## config.mk

```make
export PLATFORM = sky130hd
export DESIGN_NAME = mipi_csi2_des
export DESIGN_NICKNAME = d
export VERILOG_FILES = /design/src/rtl/mipi_csi2_des_pkg.sv /design/src/rtl/mipi_csi2_des_raw10_unpack.sv /design/src/rtl/mipi_csi2_des.sv
export SDC_FILE = /design/constraint.sdc
export NUM_CORES = 1
export LEC_CHECK = 0
export CAP_MARGIN = 30
export CORE_ASPECT_RATIO = 1.2
export CORE_MARGIN = 4
export CORE_UTILIZATION = 55
export DETAILED_ROUTE_END_ITERATION = 10
export PLACE_DENSITY = 0.83
export REMOVE_ABC_BUFFERS = 1
export SYNTH_ARGS = -nofsm -noshare
export SYNTH_HDL_FRONTEND = slang
export SYNTH_SLANG_ARGS = --single-unit
```

## constraint.sdc

```tcl
create_clock -name clk_hs -period 5.23 [get_ports clk_hs]
set_input_delay 1.046 -clock clk_hs [delete_from_list [all_inputs] [get_ports clk_hs]]
set_output_delay 1.046 -clock clk_hs [all_outputs]
set_load 0.02 [all_outputs]
```

## src/rtl/mipi_csi2_des_pkg.sv

```systemverilog
// Shared definitions for the CSI-2 packet receiver.
//   - Data ID codes for the short packets (FS/FE/LS/LE) and the RAW8/RAW10 long packets
//   - Fixed ECC/checksum values emitted by the team serializer
//   - Receiver FSM state type
//   - csi2_ecc: 6-bit Hamming ECC over the 24-bit packet header {WC_H, WC_L, DI}
//   - csi2_crc16_byte: one byte step of CRC-16-CCITT, reflected form (poly 0x8408)
package mipi_csi2_des_pkg;

  localparam logic [7:0] DI_FS    = 8'h00;
  localparam logic [7:0] DI_FE    = 8'h01;
  localparam logic [7:0] DI_LS    = 8'h02;
  localparam logic [7:0] DI_LE    = 8'h03;
  localparam logic [7:0] DI_RAW8  = 8'h2A;
  localparam logic [7:0] DI_RAW10 = 8'h2B;

  localparam logic [7:0]  ECC_FIXED = 8'hEC;
  localparam logic [15:0] CRC_FIXED = 16'hABCD;

  typedef enum logic [2:0] {
    ST_IDLE    = 3'd0,
    ST_HDR     = 3'd1,
    ST_PAYLOAD = 3'd2,
    ST_CRC     = 3'd3,
    ST_SKIP    = 3'd4
  } csi2_state_t;

  // Parity masks: bit n of ECC_Mk is set when header bit n feeds parity bit k.
  localparam logic [23:0] ECC_M0 = 24'hF12CB7;
  localparam logic [23:0] ECC_M1 = 24'hF2555B;
  localparam logic [23:0] ECC_M2 = 24'h749A6D;
  localparam logic [23:0] ECC_M3 = 24'hB8E38E;
  localparam logic [23:0] ECC_M4 = 24'hDF03F0;
  localparam logic [23:0] ECC_M5 = 24'hEFFC00;

  function automatic logic [7:0] csi2_ecc(input logic [23:0] d);
    return {2'b00, ^(d & ECC_M5), ^(d & ECC_M4), ^(d & ECC_M3),
            ^(d & ECC_M2), ^(d & ECC_M1), ^(d & ECC_M0)};
  endfunction

  function automatic logic [15:0] csi2_crc16_byte(input logic [15:0] crc, input logic [7:0] b);
    logic [15:0] c;
    c = crc ^ {8'h00, b};
    for (int i = 0; i < 8; i++) begin
      c = c[0] ? ((c >> 1) ^ 16'h8408) : (c >> 1);
    end
    return c;
  endfunction

endpackage

```

## src/rtl/mipi_csi2_des_raw10_unpack.sv

```systemverilog
// RAW10 unpacker: collects 5-byte groups (4 MSB bytes + 1 LSB byte) and
// emits the 4 reassembled 10-bit pixels on the 4 cycles after the group completes.
// Ports:
//   clk_hs        byte clock
//   i_clr         synchronous clear (reset, disable, truncation); drops partial group and shadow
//   i_byte_valid  i_byte is a RAW10 payload byte this cycle
//   i_byte        payload byte
//   i_line_last   this byte is the final payload byte of the line
//   o_pix_valid   a pixel is presented this cycle
//   o_pix_data    pixel value {MSB byte, 2 LSBs}
//   o_pix_last    presented pixel is the last one of the line
//   o_partial     final byte arrived mid-group; that partial group is discarded
module mipi_csi2_des_raw10_unpack (
  input  logic       clk_hs,
  input  logic       i_clr,
  input  logic       i_byte_valid,
  input  logic [7:0] i_byte,
  input  logic       i_line_last,
  output logic       o_pix_valid,
  output logic [9:0] o_pix_data,
  output logic       o_pix_last,
  output logic       o_partial
);

  logic [2:0]       r_idx;
  logic [3:0][7:0]  r_msb;
  logic [3:0][9:0]  r_shadow;
  logic [2:0]       r_emit_cnt;
  logic             r_shadow_last;
  logic [1:0]       w_emit_idx;

  // Pixels remaining counts 4..1, so the pixel index is 4 - remaining.
  assign w_emit_idx  = 2'(3'd4 - r_emit_cnt);
  assign o_pix_valid = (r_emit_cnt != 3'd0);
  assign o_pix_data  = r_shadow[w_emit_idx];
  assign o_pix_last  = r_shadow_last && (r_emit_cnt == 3'd1);
  assign o_partial   = i_byte_valid && i_line_last && (r_idx != 3'd4);

  // A new group needs 5 bytes while the shadow drains in 4 cycles, so a load
  // never collides with pixels still waiting to be emitted.
  always_ff @(posedge clk_hs) begin
    if (i_clr) begin
      r_idx         <= 3'd0;
      r_msb         <= '0;
      r_shadow      <= '0;
      r_emit_cnt    <= 3'd0;
      r_shadow_last <= 1'b0;
    end else if (i_byte_valid && (r_idx == 3'd4)) begin
      for (int i = 0; i < 4; i++) begin
        r_shadow[i] <= {r_msb[i], i_byte[2*i +: 2]};
      end
      r_emit_cnt    <= 3'd4;
      r_shadow_last <= i_line_last;
      r_idx         <= 3'd0;
    end else begin
      if (r_emit_cnt != 3'd0) r_emit_cnt <= r_emit_cnt - 3'd1;
      if (i_byte_valid) begin
        r_msb[r_idx[1:0]] <= i_byte;
        r_idx             <= i_line_last ? 3'd0 : r_idx + 3'd1;
      end
    end
  end

endmodule

```

## src/rtl/mipi_csi2_des.sv

```systemverilog
// CSI-2 packet receiver / depacketizer for one D-PHY lane byte stream.
// Parses short (FS/FE/LS/LE) and long packets, checks header ECC and payload
// checksum, unpacks RAW8/RAW10 pixels and regenerates vsync/href/line_end.
// Ports:
//   clk_hs, reset        byte clock; synchronous active-high reset
//   enable               0 holds everything at reset values
//   rx_active/rx_valid   lane handshake: rx_active is high for the whole HS burst and its
//                        fall marks EoT; rx_data is consumed on every cycle where
//                        rx_active && rx_valid; rx_valid gaps simply stall parsing
//   rx_data              lane byte, first byte of a burst is the data ID
//   pixel_width          8 or 10, must agree with the RAW data type
//   data/dvalid          pixel output (RAW8 zero-extended)
//   vsync/href/line_end  frame/line timing
//   frame_num/line_wc    WC of last FS / last long packet header
//   *_err                1-cycle error pulses
//   dbg_state            current parser state
module mipi_csi2_des
  import mipi_csi2_des_pkg::*;
#(
  parameter int DATA_WIDTH = 10,
  parameter int CHECK_MODE = 0
) (
  input  logic                  clk_hs,
  input  logic                  reset,
  input  logic                  enable,
  input  logic                  rx_active,
  input  logic                  rx_valid,
  input  logic [7:0]            rx_data,
  input  logic [3:0]            pixel_width,
  output logic [DATA_WIDTH-1:0] data,
  output logic                  dvalid,
  output logic                  vsync,
  output logic                  href,
  output logic                  line_end,
  output logic [15:0]           frame_num,
  output logic [15:0]           line_wc,
  output logic                  ecc_err,
  output logic                  crc_err,
  output logic                  dtype_err,
  output logic                  trunc_err,
  output csi2_state_t           dbg_state
);

  csi2_state_t r_state, w_next;
  logic [1:0]  r_hdr_cnt;
  logic [7:0]  r_di, r_wc_l, r_wc_h, r_crc_lo;
  logic [15:0] r_wc_cnt, r_crc;
  logic        r_is_raw8, r_crc_phase, r_dlast, r_partial;

  logic        w_clr, w_byte, w_hdr_done, w_ecc_ok, w_width_ok, w_crc_ok;
  logic        w_pay_byte, w_line_last, w_trunc, w_ecc_err, w_dtype_hdr, w_crc_err;
  logic [15:0] w_wc;
  logic        w_u_valid, w_u_last, w_u_partial, w_pix_ok, w_pix_last;
  logic [9:0]  w_u_data, w_pix;

  assign w_clr       = reset || !enable;
  assign w_byte      = rx_active && rx_valid;
  assign w_wc        = {r_wc_h, r_wc_l};
  assign w_hdr_done  = (r_state == ST_HDR) && w_byte && (r_hdr_cnt == 2'd3);
  assign w_ecc_ok    = (CHECK_MODE == 0) ? (rx_data == ECC_FIXED)
                                         : (rx_data == csi2_ecc({r_wc_h, r_wc_l, r_di}));
  assign w_width_ok  = ((r_di == DI_RAW8)  && (pixel_width == 4'd8)) ||
                       ((r_di == DI_RAW10) && (pixel_width == 4'd10));
  // The serializer sends its fixed checksum as bytes AB then CD; the real CRC is LSB first.
  assign w_crc_ok    = (CHECK_MODE == 0) ? ({r_crc_lo, rx_data} == CRC_FIXED)
                                         : ({rx_data, r_crc_lo} == r_crc);
  assign w_pay_byte  = (r_state == ST_PAYLOAD) && w_byte;
  assign w_line_last = (r_wc_cnt == 16'd1);
  assign dbg_state   = r_state;

  always_ff @(posedge clk_hs) begin
    if (w_clr) r_state <= ST_IDLE;
    else       r_state <= w_next;
  end

  always_comb begin
    w_next      = r_state;
    w_trunc     = 1'b0;
    w_ecc_err   = 1'b0;
    w_dtype_hdr = 1'b0;
    w_crc_err   = 1'b0;
    case (r_state)
      ST_IDLE: if (w_byte) w_next = ST_HDR;
      ST_HDR: begin
        if (!rx_active) begin
          w_trunc = 1'b1;
          w_next  = ST_IDLE;
        end else if (rx_valid && (r_hdr_cnt == 2'd3)) begin
          w_next = ST_SKIP;
          if (!w_ecc_ok) begin
            w_ecc_err = 1'b1;
          end else if ((r_di == DI_LS) || (r_di == DI_LE)) begin
            w_next = ST_SKIP;
          end else if (((r_di == DI_RAW8) || (r_di == DI_RAW10)) && (w_wc != 16'd0)) begin
            if (w_width_ok) w_next = ST_PAYLOAD;
            else            w_dtype_hdr = 1'b1;
          end
        end
      end
      ST_PAYLOAD: begin
        if (!rx_active) begin
          w_trunc = 1'b1;
          w_next  = ST_IDLE;
        end else if (rx_valid && w_line_last) begin
          w_next = ST_CRC;
        end
      end
      ST_CRC: begin
        if (!rx_active) begin
          w_trunc = 1'b1;
          w_next  = ST_IDLE;
        end else if (rx_valid && r_crc_phase) begin
          w_crc_err = !w_crc_ok;
          w_next    = ST_SKIP;
        end
      end
      ST_SKIP: if (!rx_active) w_next = ST_IDLE;
      default: w_next = ST_IDLE;
    endcase
  end

  mipi_csi2_des_raw10_unpack u_unpack (
    .clk_hs       (clk_hs),
    .i_clr        (w_clr || w_trunc),
    .i_byte_valid (w_pay_byte && !r_is_raw8),
    .i_byte       (rx_data),
    .i_line_last  (w_line_last),
    .o_pix_valid  (w_u_valid),
    .o_pix_data   (w_u_data),
    .o_pix_last   (w_u_last),
    .o_partial    (w_u_partial)
  );

  assign w_pix      = r_is_raw8 ? {2'b00, rx_data} : w_u_data;
  assign w_pix_ok   = !w_trunc && (r_is_raw8 ? w_pay_byte : w_u_valid);
  assign w_pix_last = r_is_raw8 ? w_line_last : w_u_last;

  always_ff @(posedge clk_hs) begin
    if (w_clr) begin
      r_hdr_cnt   <= 2'd0;
      r_di        <= 8'h00;
      r_wc_l      <= 8'h00;
      r_wc_h      <= 8'h00;
      r_wc_cnt    <= 16'd0;
      r_is_raw8   <= 1'b0;
      r_crc       <= 16'hFFFF;
      r_crc_lo    <= 8'h00;
      r_crc_phase <= 1'b0;
      r_dlast     <= 1'b0;
      r_partial   <= 1'b0;
      data        <= '0;
      dvalid      <= 1'b0;
      vsync       <= 1'b0;
      href        <= 1'b0;
      line_end    <= 1'b0;
      frame_num   <= 16'd0;
      line_wc     <= 16'd0;
      ecc_err     <= 1'b0;
      crc_err     <= 1'b0;
      dtype_err   <= 1'b0;
      trunc_err   <= 1'b0;
    end else begin
      if ((r_state == ST_IDLE) && w_byte) begin
        r_di      <= rx_data;
        r_hdr_cnt <= 2'd1;
      end
      if ((r_state == ST_HDR) && w_byte) begin
        if (r_hdr_cnt == 2'd1) r_wc_l <= rx_data;
        if (r_hdr_cnt == 2'd2) r_wc_h <= rx_data;
        r_hdr_cnt <= r_hdr_cnt + 2'd1;
      end
      if (w_hdr_done && w_ecc_ok) begin
        if (r_di == DI_FS) begin
          vsync     <= 1'b1;
          frame_num <= w_wc;
        end
        if (r_di == DI_FE) vsync <= 1'b0;
        if (r_di[5:0] >= 6'h10) line_wc <= w_wc;
        r_wc_cnt    <= w_wc;
        r_is_raw8   <= (r_di == DI_RAW8);
        r_crc       <= 16'hFFFF;
        r_crc_phase <= 1'b0;
      end
      if (w_pay_byte) begin
        r_wc_cnt <= r_wc_cnt - 16'd1;
        r_crc    <= csi2_crc16_byte(r_crc, rx_data);
      end
      if ((r_state == ST_CRC) && w_byte) begin
        r_crc_lo    <= rx_data;
        r_crc_phase <= ~r_crc_phase;
      end

      dvalid <= w_pix_ok;
      if (w_pix_ok) data <= DATA_WIDTH'(w_pix);
      r_dlast  <= w_pix_ok && w_pix_last;
      line_end <= dvalid && r_dlast && !w_trunc;

      // href drops with line_end, on truncation, or once a line that ended in a
      // discarded partial group has drained its last complete group.
      if (w_trunc)                           href <= 1'b0;
      else if (w_pix_ok)                     href <= 1'b1;
      else if ((dvalid && r_dlast) || r_partial) href <= 1'b0;

      if (w_trunc)                      r_partial <= 1'b0;
      else if (w_u_partial)             r_partial <= 1'b1;
      else if (r_partial && !w_pix_ok)  r_partial <= 1'b0;

      ecc_err   <= w_ecc_err;
      crc_err   <= w_crc_err;
      dtype_err <= w_dtype_hdr || w_u_partial;
      trunc_err <= w_trunc;
    end
  end

endmodule

```

==> results.sh <==
export IMPL_status="complete, no violations"
export IMPL_antenna_cells=0
export IMPL_yosysTopAreaCell="dfxtp_1"
export IMPL_multi_input_area_mm2=0.00372
export IMPL_r2r_slack_ps=2540
export IMPL_cp_arrival_ps=3910
export IMPL_io_buffers=69
export IMPL_cp_required_ps=5510
export IMPL_synth_cell_type_count=62
export IMPL_final_common_cell="nand2_1"
export IMPL_antenna_found_initial=0
export IMPL_coreArea_mm2=0.0138
export IMPL_rows=47
export IMPL_antenna_left=0
export IMPL_avgSynthCellArea_um2=8.54
export IMPL_power_leakage_nw=3.05
export IMPL_grt_pass1_vias=6374
export IMPL_cts_tree="yes"
export IMPL_powerDensity_mw_per_mm2=313
export IMPL_cp_max_fo=19
export IMPL_cts_max_path_buffers=2
export IMPL_r2r_start="u_unpack.r_emit_cnt[0]$_SDFFE_PP0N_"
export IMPL_cts_sinks=186
export IMPL_gp_congestion=0.845
export IMPL_synth_adder_area_share_pct=1.93
export IMPL_endpoint_kind="register"
export IMPL_grt_max_degree=50
export IMPL_async_reset_ff_share_pct=0
export IMPL_post_drt_wl_per_cell_um=16.9
export IMPL_via_per_inst=5.98
export IMPL_first_pass_iters=5
export IMPL_max_freq_mhz=275
export IMPL_crit_type="input port to register"
export IMPL_yosys_warnings=0
export IMPL_grt_overflow=0
export IMPL_cts_resized=0
export IMPL_preCtsSetupSlack_ps=1190
export IMPL_cts_hold_buf=0
export IMPL_nets=979
export IMPL_finalHoldViolCount=0
export IMPL_fin_skew_ps=7.34
export IMPL_fp_dieH_um=138
export IMPL_register_area_mm2=0.00372
export IMPL_initial_core_util_pct=56.3
export IMPL_dp_cells=1102
export IMPL_fin_crit_ps=3630
export IMPL_total_power_mw=2.85
export IMPL_fin_ws_ps=1600
export IMPL_dp_hpwl_um=12500
export IMPL_synth_compound_area_share_pct=12.8
export IMPL_drv_slew=0
export IMPL_worstHoldPathCells=2
export IMPL_max_slew_worst_pin_slew_ps=980
export IMPL_dr_total_vias=6764
export IMPL_cts_htree_levels=4
export IMPL_dominantRegCellSynth="dfxtp_1"
export IMPL_fill_cells=1109
export IMPL_dieArea_mm2=0.0161
export IMPL_drv_cap=0
export IMPL_fin_crit_sh_pct=69.5
export IMPL_layout_common_cells="nand2_1, dfxtp_1, a21oi_1"
export IMPL_min_to="line_wc[5]$_SDFFE_PP0P_"
export IMPL_start_kind="input port"
export IMPL_synth_seq_cells=186
export IMPL_hp_start="line_wc[5]$_SDFFE_PP0P_"
export IMPL_rsz0062_at_grt="no"
export IMPL_ys_seq_area_share_pct=47.8
export IMPL_wl_um=19200
export IMPL_clock_latency_ps=440
export IMPL_synth_top_family_by_area="simple AND/OR/NAND/NOR gates"
export IMPL_areaGrowthSynthToFinish_pct=17.2
export IMPL_fin_cells=1132
export IMPL_layout_drive_gt1_share_pct=8.01
export IMPL_grtUsageTotal_pct=24.1
export IMPL_syn_instance_count=911
export IMPL_ys_top_cells_by_area="dfxtp_1, nand2_1, a21oi_1"
export IMPL_synth_area_mux_share_pct=8.31
export IMPL_ir_drop_v=0.000240
export IMPL_hp_class="register to register"
export IMPL_drc_errors=0
export IMPL_setup_viol=0
export IMPL_clk_transition_reported_paths_ps=70
export IMPL_synthXorXnorAreaFrac_pct=0.338
export IMPL_cts_buffers=17
export IMPL_yosys_area_top_type_share_pct=47.8
export IMPL_cts_root_buf="clkbuf_16"
export IMPL_synth_edf_count=0
export IMPL_relSlewSlack_pct=34.7
export IMPL_reg2regPathDepth=7
export IMPL_die_w_um=117
export IMPL_io_pins=70
export IMPL_grt_pass1_wl_um=31400
export IMPL_synth_simple_area_share_pct=24.3
export IMPL_syn_area_mm2=0.00778
export IMPL_drtIter0Drc=531
export IMPL_postCtsSetupBuffers=0
export IMPL_r2r_end="data[4]$_SDFFE_PP0P_"
cell usage after synthesis, drive strengths merged (3+ instances only):
master	count
nand4	8
dfxtp	186
a32oi	4
or3	8
inv	11
nor2b	4
and2	4
nand2b	4
or4	6
a22oi	3
nand3b	5
ha	12
or4b	4
nor4	10
nor3	13
o21ai	14
a21oi	144
clkbuf	42
nor2	58
mux4	10
nand3	50
buf	23
mux2i	41
or2	3
nand2	213
a211oi	4
registers in the layout (all words and copies together) (netlist names), 8 cells and up:
signal / cells
r_di: 8
line_wc: 16
data: 10
frame_num: 16
r_wc_cnt: 16
r_crc_lo: 8
r_wc_h: 8
u_unpack.r_msb: 32
r_wc_l: 8
u_unpack.r_shadow: 40
routing by layer:
| metal | track usage, % | part of all wire (%) | vias up |
|---|---|---|---|
| met5 | 0 | 0 | - |
| met4 | 9.78 | 2.8 | 0 |
| met3 | 4.59 | 6.3 | 45 |
| met2 | 40.2 | 50 | 244 |
| met1 | 30.4 | 41 | 3259 |
| li1 | - | - | 3216 |
worst max path at each step:
stage | from | end | cells after the start
floorplan | rx_active | u_unpack.r_msb[0]$_SDFFE_PP0P_ | 5
global placement | rx_data[0] | frame_num[14]$_SDFFE_PP0P_ | 6
detailed placement | rx_data[0] | frame_num[8]$_SDFFE_PP0P_ | 6
CTS | rx_data[0] | frame_num[12]$_SDFFE_PP0P_ | 6
global route | rx_data[0] | frame_num[12]$_SDFFE_PP0P_ | 6
finish | rx_data[0] | frame_num[12]$_SDFFE_PP0P_ | 6
kinds of logic after synthesis:
kind of cell / after synthesis
AOI/OAI and AO/OA: 180
xor gates and xnor gates: 3
adders and majority gates: 12
buffers and inverters: 76
DFF: 186
muxes: 52
and+or+nand+nor: 402
worst max-delay path, cell delays in order:
cell and delay, ps:
clkdlybuf4s50_1 670, nor4bb_1 550, and4_1 700, nand3_1 620, nand2_1 230, a21oi_1 90
cell type report:
type | count | area share, %
sequential | 186 | 40.8
clock buffer | 19 | 4.85
multi-input combinational | 649 | 40.8
inverter | 11 | 0.452
tap | 171 | 2.34
timing repair buffer | 85 | 8.89
clock inverter | 11 | 1.86
per-stage QoR:
step | TNS [ps] | utilization, % | area (um2) | hold slack [ps]
final | 0 | 66.0 | 9130 | 450
after detailed placement | 0 | 61.6 | 8510 | 440
after CTS | 0 | 66.0 | 9130 | 452
after floorplan | -1620 | - | 7480 | 419
after global placement | 0 | 61.5 | 8500 | 434
after global routing | 0 | 66.0 | 9130 | 466
report_power, final:
group | internal, mW | switching [mW] | total, mW
clock | 0.809 | 0.541 | 1.35
sequential | 1.42 | 0.00386 | 1.42
combinational | 0.0279 | 0.0552 | 0.0831
Power figures use the tool's default switching activity.
